--- src/rtl/pipe_pkg.sv ---
// rtl/pipe_pkg.sv - shared state type and width/bit-index constants for the elastic pipeline stage
package pipe_pkg;

  typedef enum logic [1:0] {
    EMPTY = 2'd0,
    ONE   = 2'd1,
    FULL  = 2'd2
  } stage_state_t;

  localparam int DEF_DATA_W = 64;
  localparam int DEF_RD_W   = 5;
  localparam int DEF_CTRL_W = 6;

  localparam int CTRL_REGWRITE  = 0;
  localparam int CTRL_MEMTOREG  = 1;
  localparam int CTRL_MEMREAD   = 2;
  localparam int CTRL_MEMWRITE  = 3;
  localparam int CTRL_ADD2REG   = 4;
  localparam int CTRL_BRANCHDFF = 5;

endpackage

--- src/rtl/pipe_slot.sv ---
// rtl/pipe_slot.sv - one stage entry (valid, payload, ctrl, rd); load wins over clear
module pipe_slot
  import pipe_pkg::*;
#(
  parameter int PAY_W  = DEF_DATA_W,
  parameter int CTRL_W = DEF_CTRL_W,
  parameter int RD_W   = DEF_RD_W
) (
  input  logic              clk,
  input  logic              reset,
  input  logic              load,
  input  logic              clear,
  input  logic [PAY_W-1:0]  in_data,
  input  logic [CTRL_W-1:0] in_ctrl,
  input  logic [RD_W-1:0]   in_rd,
  output logic              valid,
  output logic [PAY_W-1:0]  data,
  output logic [CTRL_W-1:0] ctrl,
  output logic [RD_W-1:0]   rd
);

  // Clear only drops valid; the payload keeps its last value to avoid toggling.
  always_ff @(posedge clk) begin
    if (reset) begin
      valid <= 1'b0;
      data  <= '0;
      ctrl  <= '0;
      rd    <= '0;
    end else if (load) begin
      valid <= 1'b1;
      data  <= in_data;
      ctrl  <= in_ctrl;
      rd    <= in_rd;
    end else if (clear) begin
      valid <= 1'b0;
    end
  end

endmodule

--- src/rtl/pipe_stage_skid_reg.sv ---
// rtl/pipe_stage_skid_reg.sv - elastic pipeline register with 2-entry skid buffer and flush
// Optional perf counters (stall_cnt, flush_cnt) enabled by PIPE_STAGE_PERF_EN.
module pipe_stage_skid_reg
  import pipe_pkg::*;
#(
  parameter int DATA_W   = DEF_DATA_W,
  parameter int NUM_DATA = 4,
  parameter int CTRL_W   = DEF_CTRL_W,
  parameter int RD_W     = DEF_RD_W,
  parameter int CNT_W    = 32
) (
  input  logic                       clk,
  input  logic                       reset,
  input  logic                       in_valid,
  output logic                       in_ready,
  input  logic [NUM_DATA*DATA_W-1:0] in_data,
  input  logic [CTRL_W-1:0]          in_ctrl,
  input  logic [RD_W-1:0]            in_rd,
  output logic                       out_valid,
  input  logic                       out_ready,
  output logic [NUM_DATA*DATA_W-1:0] out_data,
  output logic [CTRL_W-1:0]          out_ctrl,
  output logic [RD_W-1:0]            out_rd,
  input  logic                       flush,
  output logic [CNT_W-1:0]           stall_cnt,
  output logic [CNT_W-1:0]           flush_cnt
);

  localparam int PAY_W = NUM_DATA * DATA_W;

  stage_state_t state_q, state_d;

  logic              main_valid, skid_valid;
  logic [PAY_W-1:0]  main_data, skid_data, main_src_data;
  logic [CTRL_W-1:0] main_ctrl, skid_ctrl, main_src_ctrl;
  logic [RD_W-1:0]   main_rd, skid_rd, main_src_rd;
  logic              main_load, main_from_skid, main_clear, skid_load, skid_clear;
  logic              accept, drain;

  assign in_ready  = !skid_valid && !flush;
  assign accept    = in_valid && in_ready;
  assign drain     = main_valid && out_ready;
  assign out_valid = main_valid;
  assign out_data  = main_data;
  assign out_ctrl  = main_valid ? main_ctrl : '0;
  assign out_rd    = main_valid ? main_rd : '0;

  always_ff @(posedge clk) begin
    if (reset) state_q <= EMPTY;
    else       state_q <= state_d;
  end

  always_comb begin
    state_d        = state_q;
    main_load      = 1'b0;
    main_from_skid = 1'b0;
    main_clear     = 1'b0;
    skid_load      = 1'b0;
    skid_clear     = 1'b0;
    if (flush) begin
      state_d    = EMPTY;
      main_clear = 1'b1;
      skid_clear = 1'b1;
    end else begin
      case (state_q)
        EMPTY: if (accept) begin
          main_load = 1'b1;
          state_d   = ONE;
        end
        ONE: begin
          if (accept && drain) begin
            main_load = 1'b1;
          end else if (accept) begin
            skid_load = 1'b1;
            state_d   = FULL;
          end else if (drain) begin
            main_clear = 1'b1;
            state_d    = EMPTY;
          end
        end
        FULL: if (drain) begin
          main_load      = 1'b1;
          main_from_skid = 1'b1;
          skid_clear     = 1'b1;
          state_d        = ONE;
        end
        default: state_d = EMPTY;
      endcase
    end
  end

  assign main_src_data = main_from_skid ? skid_data : in_data;
  assign main_src_ctrl = main_from_skid ? skid_ctrl : in_ctrl;
  assign main_src_rd   = main_from_skid ? skid_rd   : in_rd;

  pipe_slot #(.PAY_W(PAY_W), .CTRL_W(CTRL_W), .RD_W(RD_W)) u_main (
    .clk     (clk),
    .reset   (reset),
    .load    (main_load),
    .clear   (main_clear),
    .in_data (main_src_data),
    .in_ctrl (main_src_ctrl),
    .in_rd   (main_src_rd),
    .valid   (main_valid),
    .data    (main_data),
    .ctrl    (main_ctrl),
    .rd      (main_rd)
  );

  pipe_slot #(.PAY_W(PAY_W), .CTRL_W(CTRL_W), .RD_W(RD_W)) u_skid (
    .clk     (clk),
    .reset   (reset),
    .load    (skid_load),
    .clear   (skid_clear),
    .in_data (in_data),
    .in_ctrl (in_ctrl),
    .in_rd   (in_rd),
    .valid   (skid_valid),
    .data    (skid_data),
    .ctrl    (skid_ctrl),
    .rd      (skid_rd)
  );

`ifdef PIPE_STAGE_PERF_EN
  localparam logic [CNT_W-1:0] CNT_ONE = 1;
  logic [CNT_W-1:0] stall_q, flush_q;

  // Both counters saturate rather than wrap.
  always_ff @(posedge clk) begin
    if (reset) begin
      stall_q <= '0;
      flush_q <= '0;
    end else begin
      if (main_valid && !out_ready && stall_q != '1)
        stall_q <= stall_q + CNT_ONE;
      if (flush && (main_valid || skid_valid) && flush_q != '1)
        flush_q <= flush_q + CNT_ONE;
    end
  end

  assign stall_cnt = stall_q;
  assign flush_cnt = flush_q;
`else
  assign stall_cnt = '0;
  assign flush_cnt = '0;
`endif

endmodule

--- config.mk ---
export PLATFORM = sky130hd
export DESIGN_NAME = pipe_stage_skid_reg
export DESIGN_NICKNAME = d
export VERILOG_FILES = /design/src/rtl/pipe_pkg.sv /design/src/rtl/pipe_slot.sv /design/src/rtl/pipe_stage_skid_reg.sv
export SDC_FILE = /design/constraint.sdc
export NUM_CORES = 1
export LEC_CHECK = 0
export CORE_ASPECT_RATIO = 1.1
export CORE_MARGIN = 2
export CORE_UTILIZATION = 39
export DETAILED_ROUTE_END_ITERATION = 8
export PLACE_DENSITY = 0.66
export SLEW_MARGIN = 20
export SYNTH_ARGS = -nofsm -noshare
export SYNTH_HDL_FRONTEND = slang
export SYNTH_HIERARCHICAL = 1
export SYNTH_SLANG_ARGS = --single-unit
--- constraint.sdc ---
create_clock -name clk -period 2.4 [get_ports clk]
set_input_delay 0.24 -clock clk [delete_from_list [all_inputs] [get_ports clk]]
set_output_delay 0.24 -clock clk [all_outputs]
set_load 0.005 [all_outputs]
# Word-level counts from Yosys, hierarchy flattened

Index checks and enable logic that the tools add are counted.

Add/sub/neg operators: 0
Multiply operators: 0
Divide/modulo/power cells: 0
$lt $le $gt $ge: 0
Equal/unequal tests: 6
Shifts and indexed selects: 0
Muxes and demuxes: 30
Bitwise logic cells: 0
Reduce and logical (&&, ||, !) cells: 11

Operator list:

| kind                                                                   | count |
|---|---|
| 256-bit two-way mux                                                    | 1 |
| 1-bit two-way mux                                                      | 18 |
| 6-bit two-way mux                                                      | 2 |
| 2-bit two-way mux                                                      | 5 |
| 5-bit two-way mux                                                      | 2 |
| 2-bit != test (second input constant)                                  | 3 |
| 2-bit one-hot mux with 3 select lines                                  | 1 |
| 1-bit logical AND                                                      | 4 |
| 4-bit AND reduction                                                    | 1 |
| 2-bit nonzero test                                                     | 2 |
| 3-bit != test (second input constant)                                  | 1 |
| 1-bit one-hot mux with 3 select lines                                  | 1 |
| 2-bit by 1-bit equality test with 1-bit output (second input constant) | 1 |
| 2-bit equality test (second input constant)                            | 1 |
| 1-bit zero test                                                        | 2 |
| 2-bit zero test                                                        | 1 |
| 2-bit OR reduction                                                     | 1 |

Bits in registers: 538
Latch bits: 0
Bits in writable memories: 0
Bits in read-only memories: 0
Output and inout bits: 333
Word-level logic and storage cells: 56
Memories: 0

# Depth between registers and ports, before layout

Gate-level depths: netlist of the first run.

Depth after elaboration: 9
Mapped depth: 9
Mapped depth without buffers: 5

# Cells and area by module

Netlist of the first run, hierarchy kept.

Modules (own cells, without submodules):

| module              | times used | cells each | area each (um^2) |
|---|---|---|---|
| pipe_slot           | 2          | 865        | 9599.2 |
| pipe_stage_skid_reg | 1          | 397        | 5021.1 |

# Least setup slack after synthesis of the first run

Ideal clock, no wire load.

Path type: reg-to-reg
Start: register u_main.valid
End: register u_main.data[234]
Arrival time: 2.055 ns
Required time: 2.272 ns
Setup slack: 0.217 ns
Stages on the path, launching flop included: 9
Path buffers: 3
Clock period less this slack: 2.183 ns
Cells stage by stage: dfxtp_1 -> a21boi_1 -> or4b_2 -> a21oi_1 -> buf_4 -> buf_8 -> buf_6 -> mux2i_1 -> nor2_1

Word-level cells in the longest chain between the ends: 5
Elaborated cells on any way between the ends: 9
Those cells by class: mux (7); reduce/logical (2)

Ends and longest elaborated chain:

| item                                    | RTL line                  | text |
|---|---|---|
| from (decl)                             | pipe_slot.sv:16           | `output logic valid,` |
| from (signal assigned)                  | pipe_slot.sv:25           | `valid <= 1'b0;` |
| from (signal assigned)                  | pipe_slot.sv:30           | `valid <= 1'b1;` |
| from (signal assigned)                  | pipe_slot.sv:35           | `valid <= 1'b0;` |
| 1-bit logical AND *                     | pipe_stage_skid_reg.sv:42 | `assign drain = main_valid && out_ready;` |
| 1-bit logical AND                       | pipe_stage_skid_reg.sv:71 | `if (accept && drain) begin` |
| 1-bit two-way mux                       | pipe_stage_skid_reg.sv:71 |  |
| 1-bit one-hot mux with 3 select lines * | pipe_stage_skid_reg.sv:65 | `case (state_q)` |
| 1-bit two-way mux *                     | pipe_stage_skid_reg.sv:60 | `if (flush) begin` |
| named net main_load                     | pipe_stage_skid_reg.sv:37 | `logic main_load, main_from_skid, main_clear, skid_load, skid_clear;` |
| to (signal assigned)                    | pipe_slot.sv:31           | `data <= in_data;` |
| to (decl)                               | pipe_slot.sv:17           | `output logic [PAY_W-1:0] data,` |

Mark *: on every way through the listed nets, which the timed path passes. The rest lies on a longest branch.
A chain may end at the register's enable or synchronous reset.

# Worst setup path after layout of the first run

Start: register state_q[0]
End: register u_main.ctrl[3]

Elaborated cells on any way between the ends: 8
Those cells by class: eq/ne (2); mux (5); reduce/logical (1)

RTL lines:

| item                                              | RTL line                  | text |
|---|---|---|
| from (decl)                                       | pipe_stage_skid_reg.sv:31 | `stage_state_t state_q, state_d;` |
| from (signal assigned)                            | pipe_stage_skid_reg.sv:50 | `else state_q <= state_d;` |
| 2-bit equality test, or another cell as far along | pipe_stage_skid_reg.sv:65 |  |
| 1-bit one-hot mux with 3 select lines *           | pipe_stage_skid_reg.sv:65 |  |
| 1-bit two-way mux *                               | pipe_stage_skid_reg.sv:60 |  |
| named net main_load                               | pipe_stage_skid_reg.sv:37 |  |
| to (signal assigned)                              | pipe_slot.sv:32           | `ctrl <= in_ctrl;` |
| to (decl)                                         | pipe_slot.sv:18           | `output logic [CTRL_W-1:0] ctrl,` |

Marked as above.

==> results of run 1 <==
cells by family (layout without fill, tap and decap cells):
group	count (synthesis)	in the layout	share of synthesized area
xor+xnor	1	1	0.000362
flops	538	538	0.445
simple gates	563	563	0.0908
mux	801	801	0.376
compound gates	6	6	0.00176
other cells	1	74	0.000155
buf+inv	217	732	0.0864
layout by cell type (no fill, tap or decap), types with 2 or more instances in the layout:
cell type	count
clkbuf_1	13
bufinv_16	2
buf_4	45
buf_12	45
nand2_1	2
clkinv_2	9
mux2_4	200
clkbuf_16	57
nor2_1	540
clkinvlp_4	2
and2_1	11
mux2_1	30
a21oi_1	2
diode_2	10
mux2i_1	534
inv_1	2
clkdlybuf4s50_1	539
mux2_2	37
conb_1	64
dfxtp_1	538
clkbuf_8	15
nand2b_1	3
worst reg2reg max path: stages (launching register included):
cell and delay, ps:
dfxtp_1 310, a21boi_1 130, or4b_2 650, a21oi_4 170, buf_4 140, buf_12 150, buf_4 280, mux2i_1 240
nor2_1 60
how the worst max path moves through the flow:
stage	endpoint	slack (ps)	cells past startpoint
global route	u_main/data[31]$_SDFFE_PP0P_	10	8
detailed placement	u_main/data[57]$_SDFFE_PP0P_	-200	8
floorplan	u_main/data[234]$_SDFFE_PP0P_	220	8
CTS	u_main/data[57]$_SDFFE_PP0P_	140	7
global placement	u_main/data[237]$_SDFFE_PP0P_	-200	8
finish	u_main/ctrl[3]$_SDFFE_PP0P_	150	8
cell type report:
cell class / instances / area, um^2 / area share
multi-input cells: 1435 / 11600 / 0.364
flip-flops and latches: 538 / 10800 / 0.337
repair buffers: 631 / 6670 / 0.209
clock buffers: 84 / 1660 / 0.0519
well taps: 824 / 1030 / 0.0323
clock inverters: 15 / 145 / 0.00455
diodes: 10 / 25.0 / 0.000784
inverters: 2 / 7.51 / 0.000235
registers in the layout (all words and copies together), names as in the netlist:
name,count
u_skid/rd,5
u_skid/data,256
u_skid/ctrl,6
state_q,2
u_main/valid,1
u_skid/valid,1
u_main/data,256
u_main/rd,5
u_main/ctrl,6
metal layers:
| layer | vias to the layer above | track usage | wire length (um) |
|---|---|---|---|
| met1 | 7964 | 0.216 | 25900 |
| met4 | 4 | 0.0854 | 2360 |
| met3 | 125 | 0.0526 | 3840 |
| li1 | 8119 | - | - |
| met5 | - | 0 | 27 |
| met2 | 415 | 0.336 | 32600 |
power groups by stage:
stage                     sequential [uW]  clock, uW  combinational [uW]
after floorplan                      9540          0                1190
after global placement               9550          0                2320
after detailed placement             9560          0                2360
after CTS                            9370       8790                2380
after global routing                 9390       9140                2540
final                                9370       8540                2370
what timing repair did:
item,CTS,global route
endpoints found under the setup margin,0,1
endpoints found under the hold margin,0,0
buffers inserted,0,4
per-stage QoR:
step,instance area (um^2),std cells,power (uW),utilization
4_1_cts,31800,3524,20500,0.520
2_1_floorplan,24500,2190,10700,-
6_report,31900,3539,20300,0.521
5_1_grt,31900,3538,21100,0.521
3_5_place_dp,30000,3425,11900,0.491
3_3_place_gp,30000,3425,11900,0.491
==> key figures, run 1 <==
Global routing
  • GRT Total Usage: 0.191
  • Total global routing overflow: 0
  • Largest net degree at the start of global routing: 68
  • Initial antenna violation count: 14
  • First-pass GRT wire length: 97.8 mm
  • Vias in the first global route: 17000

Power
  • Worst-case vdd ir drop: 0.000583 V
  • Sw Ratio: 0.231
  • P_sw: 4680 uW
  • Power share of the clock group: 0.421
  • Sequential power share: 0.462
  • Internal: 15600 uW
  • Leak Pwr: 0.0121 uW
  • Combinational share of power: 0.117
  • Pwr/cell area: 635 nW/um^2

Worst setup path
  • Worst reg-to-reg setup slack: 150 ps
  • WP buf/inv: 3
  • CP max stage delay: 650 ps
  • R2r worst-path depth: 8
  • CP most frequent cell: buf_4
  • Critical path capture point type: register
  • Critical Path Source: state_q[0]$_SDFFE_PP0P_
  • Crit-path slowest cell: or4b_2
  • Worst reg2reg path startpoint: state_q[0]$_SDFFE_PP0P_
  • Arr. time, crit path: 2740 ps
  • CP required: 2890 ps
  • Crit path max-delay family: simple AND/OR/NAND/NOR gates
  • Critical R2R Capture: u_main/ctrl[3]$_SDFFE_PP0P_
  • Setup crit start kind: register
  • CP Max Fanout: 14
  • CP Class: register to register
  • Crit-path cells: a21boi_1, or4b_2, a21oi_4, buf_4, buf_12, buf_4, mux2i_1, nor2_1

Run
  • Max-Cap Viols: 0

Detailed routing
  • 1st-iter DRT viols: 680
  • Drt total wl: 64.6 mm
  • Vias per cell: 4.70
  • Via count: 16600
  • Pre-antenna DRT Iters: 5
  • DRC: 0
  • Routed len/inst: 18.3 um
  • Routed Antenna Nets: 0

Clock network
  • Clk slew on worst S/H paths: 60 ps
  • Clock Latency Late Sink: 600 ps
  • CTS Buf Count: 56
  • CTS Sinks: 538
  • CTS tree: yes
  • CTS H-tree lvls: 2
  • Root buffer cell: clkbuf_16
  • Clk buf depth: 3
  • Hold-fix buffers, CTS: 0
  • Resized Gates After CTS: 0

Logic synthesis
  • Most frequent cell after synthesis: nor2_1
  • Post-synthesis sequential area ratio: 0.445
  • Area leader, netlist: dfxtp_1
  • Number of flops mapped to enable cells by yosys: 0
  • Synth warn: 6
  • Mean area per synthesized cell: 11.4 um^2
  • Synth cell types: 30
  • Async SR Flop Fraction: 0
  • Mapped cell area: 24200 um^2
  • Synth top area cells: dfxtp_1 44%, mux2i_1 22%, mux2_4 12%
  • Cell count after synthesis: 2127
  • Synth top cells by count: 541 x nor2_1, 538 x dfxtp_1, 534 x mux2i_1
  • Yosys top cell area share: 0.445
  • Flops & latches, synth: 538
  • Predominant post-synthesis flop cell: dfxtp_1

Outcome
  • Status: completed

Placement
  • Port Buffer Count: 540
  • Place WS: -204 ps
  • Final GP Congestion: 0.805
  • HPWL after detailed placement: 46.6 mm

Min path
  • Hold Path Cell Cnt: 2
  • Hold Crit Start: reset
  • Hold Crit Class: input port to register
  • Hold EP: u_skid/data[237]$_SDFFE_PP0P_

Final layout
  • Nets@finish: 2936
  • Area growth, synth to finish: 31.8%
  • Fill cells: 5496
  • Share of cells above drive strength 1: 0.155

Floorplanning
  • Initial Util: 0.396
  • Full die area: 64100 um^2
  • # rows: 95
  • Die width: 242 um
  • Io pins: 605
  • Core area: 61200 um^2
  • Die H: 265 um

Timing
  • Final hold vios: 0
  • Fin Hold WS: 100 ps
  • Slew Limit Fails: 0
  • Fin worst setup slack: 148 ps
  • Clock skew: 21.1 ps
  • Relative slew slack: 0.577
  • Final period utilization: 0.938
  • Period minus WS final: 2250 ps
  • Setup violators final: 0
  • Setup TNS: 0 ps
  • RSZ-0062 raised after global routing: false
  • Worst Max-Slew Pin Slew: 634 ps
  • Fmax: 444 MHz
Power figures use the tool's default switching activity.
==> run 2, diff against run 1 <==
Settings changed: CORE_ASPECT_RATIO 1.1 to unset.
==> key figures, run 2 (synthesis gave the netlist of run 1 again) <==
Outcome
  • Status: completed

Worst setup path
  • CP max stage delay: 510 ps (-140 ps)
  • Worst reg-to-reg setup slack: 210 ps (+60 ps)
  • Arr. time, crit path: 2670 ps (-70 ps)
  • CP Max Fanout: 24 (+10)
  • Setup crit start kind: register
  • CP Class: register to register
  • Crit-path slowest cell: or4b_4
  • CP most frequent cell: buf_12
  • Critical R2R Capture: u_main/data[168]$_SDFFE_PP0P_
  • Critical path capture point type: register
  • CP required: 2880 ps (about the same)
  • R2r worst-path depth: 8 (unchanged)
  • Crit-path cells: a21boi_1, or4b_4, a21oi_4, buf_4, buf_12, buf_12, mux2i_1, nor2_1
  • Worst reg2reg path startpoint: state_q[0]$_SDFFE_PP0P_

Final layout
  • Biggest regs: u_main/data x256, u_skid/data x256
  • Util after Layout: 0.522 (about the same)
  • Commonest non-fill, non-tap cells in the layout: 540 x nor2_1, 539 x clkdlybuf4s50_1, 538 x dfxtp_1
  • Cell Count, Final, Fillers Out: 3564 (+0.71%)
  • Nets@finish: 2947 (+0.37%)
  • Share of cells above drive strength 1: 0.161 (+0.00570)
  • Most common cell after layout, fill and taps aside: nor2_1
  • Area growth, synth to finish: 32.8%

Floorplanning
  • Full die area: 64100 um^2 (about the same)
  • Die width: 253 um (+4.8%)
  • Initial Util: 0.393 (-0.00246)
  • Die H: 253 um (-4.6%)
  • Core area: 61600 um^2 (+0.63%)
  • Io pins: 605 (unchanged)
  • # rows: 91 (-4.2%)

Placement
  • Port Buffer Count: 540 (unchanged)
  • Place WS: -249 ps (-45.0 ps)
  • Final GP Congestion: 0.804 (-0.15%)
  • HPWL after detailed placement: 44.9 mm (-3.7%)
  • Placed cell count: 3448 (+0.67%)

Detailed routing
  • Pre-antenna DRT Iters: 5 (unchanged)
  • Routed len/inst: 17.6 um (-3.7%)
  • Routed Antenna Nets: 0 (unchanged)
  • Met3 wire len: 3.05 mm (-21%)
  • Via count: 16600 (-0.16%)
  • Drt total wl: 62.7 mm (-3.0%)
  • Top routing layer in use: met4
  • Vias per cell: 4.66 (-0.86%)
  • WL met1: 25.4 mm (-1.6%)
  • DRC: 0 (unchanged)
  • Met2 wire len: 31.8 mm (-2.2%)
  • 1st-iter DRT viols: 667 (-1.9%)

Global routing
  • Total global routing overflow: 0 (unchanged)
  • Initial antenna violation count: 6 (-8)
  • Vias in the first global route: 17000 (-0.30%)
  • Largest net degree at the start of global routing: 76 (+12%)
  • First-pass GRT wire length: 94.7 mm (-3.1%)
  • GRT Total Usage: 0.185 (-0.00614)

Power
  • Pwr/cell area: 651 nW/um^2 (+2.4%)
  • Power share of the clock group: 0.439 (+0.018)
  • P_sw: 4750 uW (+1.4%)
  • Sequential power share: 0.448 (-0.014)
  • Internal: 16200 uW (+3.7%)
  • Sw Ratio: 0.227 (-0.00383)
  • Leak Pwr: 0.0123 uW (+1.2%)
  • Worst-case vdd ir drop: 0.000493 V (-15%)
  • Combinational share of power: 0.114 (-0.003)
  • Design Power: 20900 uW (+3.1%)

Timing
  • Fin worst setup slack: 211 ps (+62.6 ps)
  • Relative slew slack: 0.569 (-0.00788)
  • Clock skew: 9.80 ps (-11.3 ps)
  • Period minus WS final: 2190 ps (-62.6 ps)
  • Final period utilization: 0.912 (-0.0261)
  • Final hold vios: 0 (unchanged)
  • RSZ-0062 raised after global routing: false
  • Setup violators final: 0 (unchanged)
  • Setup TNS: 0 ps (unchanged)
  • Fmax: 457 MHz (+2.9%)
  • Slew Limit Fails: 0 (unchanged)
  • Worst Max-Slew Pin Slew: 646 ps (+11.8 ps)

Clock network
  • CTS Sinks: 538 (unchanged)
  • Clk slew on worst S/H paths: 60 ps (about the same)
  • Root buffer cell: clkbuf_16
  • CTS Buf Count: 58 (+3.6%)
  • Clk buf depth: 3 (unchanged)
  • CTS tree: yes
  • CTS H-tree lvls: 2 (unchanged)
  • Hold-fix buffers, CTS: 0 (unchanged)
  • Clock Latency Late Sink: 600 ps (about the same)

Min path
  • Hold Path Cell Cnt: 2 (unchanged)
  • Hold Crit Class: input port to register
  • Hold Crit Start: reset
  • Hold EP: u_main/data[225]$_SDFFE_PP0P_

Run
  • Max-Cap Viols: 0 (unchanged)
## run 2: cell types whose count changed in the layout (fill, tap and decap cells not counted), sizes merged
cell / change
clkinv: +3
buf: +8
diode: -4
bufinv: +3
clkinvlp: -1
clkbuf: +3
## run 2: cell type report
class | instances | area (um^2)
clock inverter | 20 | 235
inverter | 2 | 7.51
sequential | 538 | 10800
fill | 5420 | 29400
antenna | 6 | 15.0
tap | 837 | 1050
timing repair buffer | 640 | 6720
clock buffer | 86 | 1740
multi-input combinational | 1435 | 11600
## run 2: per-stage QoR
stage | cell area (um^2) | hold slack, ps
finish | 32200 | 84.8
global route | 32100 | 107
CTS | 32100 | 71.3
detailed placement | 30100 | 475
global placement | 30100 | 465
floorplan | 24500 | 387
## run 2: worst max-delay path, delay by kind of cell (launching register included)
kind,cells,cell delay (ps)
muxes,1,240
buffers and inverters,3,540
and+or+nand+nor,2,570
AOI/OAI and AO/OA,2,320
DFF,1,360
## run 2: worst max path at each step
stage / start / to / slack (ps) / cells after the start
final: state_q[0]$_SDFFE_PP0P_ / u_main/data[168]$_SDFFE_PP0P_ / 210 / 8
after global routing: state_q[0]$_SDFFE_PP0P_ / u_main/data[168]$_SDFFE_PP0P_ / 130 / 8
after CTS: state_q[0]$_SDFFE_PP0P_ / u_main/data[168]$_SDFFE_PP0P_ / 70 / 7
after detailed placement: out_ready / u_main/data[19]$_SDFFE_PP0P_ / -250 / 8
after global placement: out_ready / u_main/data[19]$_SDFFE_PP0P_ / -230 / 8
after floorplan: u_main/valid$_SDFFE_PP0P_ / u_main/data[234]$_SDFFE_PP0P_ / 220 / 8
## run 2: timing repair
item	CTS	global route
endpoints found under the setup margin	0	75
hold endpoints to repair	0	0
gates resized for setup	0	4
buffers inserted	0	2
## run 2: layer usage
layer	up-vias	track usage
met5	-	0
met3	130	0.0393
met1	7940	0.213
met4	0	0.0827
met2	376	0.329
li1	8154	-
## run 2: power groups by stage
| stage | clock (uW) | sequential (uW) | combinational (uW) |
|---|---|---|---|
| 2_1_floorplan | 0 | 9540 | 1190 |
| 3_3_place_gp | 0 | 9550 | 2320 |
| 3_5_place_dp | 0 | 9550 | 2360 |
| 4_1_cts | 9430 | 9360 | 2380 |
| 5_1_grt | 9810 | 9390 | 2540 |
| 6_report | 9170 | 9360 | 2380 |
==> run 3, diff against run 2 <==
Settings changed: GPL_ROUTABILITY_DRIVEN set to 0.
==> results of run 3 <==
No change in the layout: final DEF, timing and power equal those of run 2.
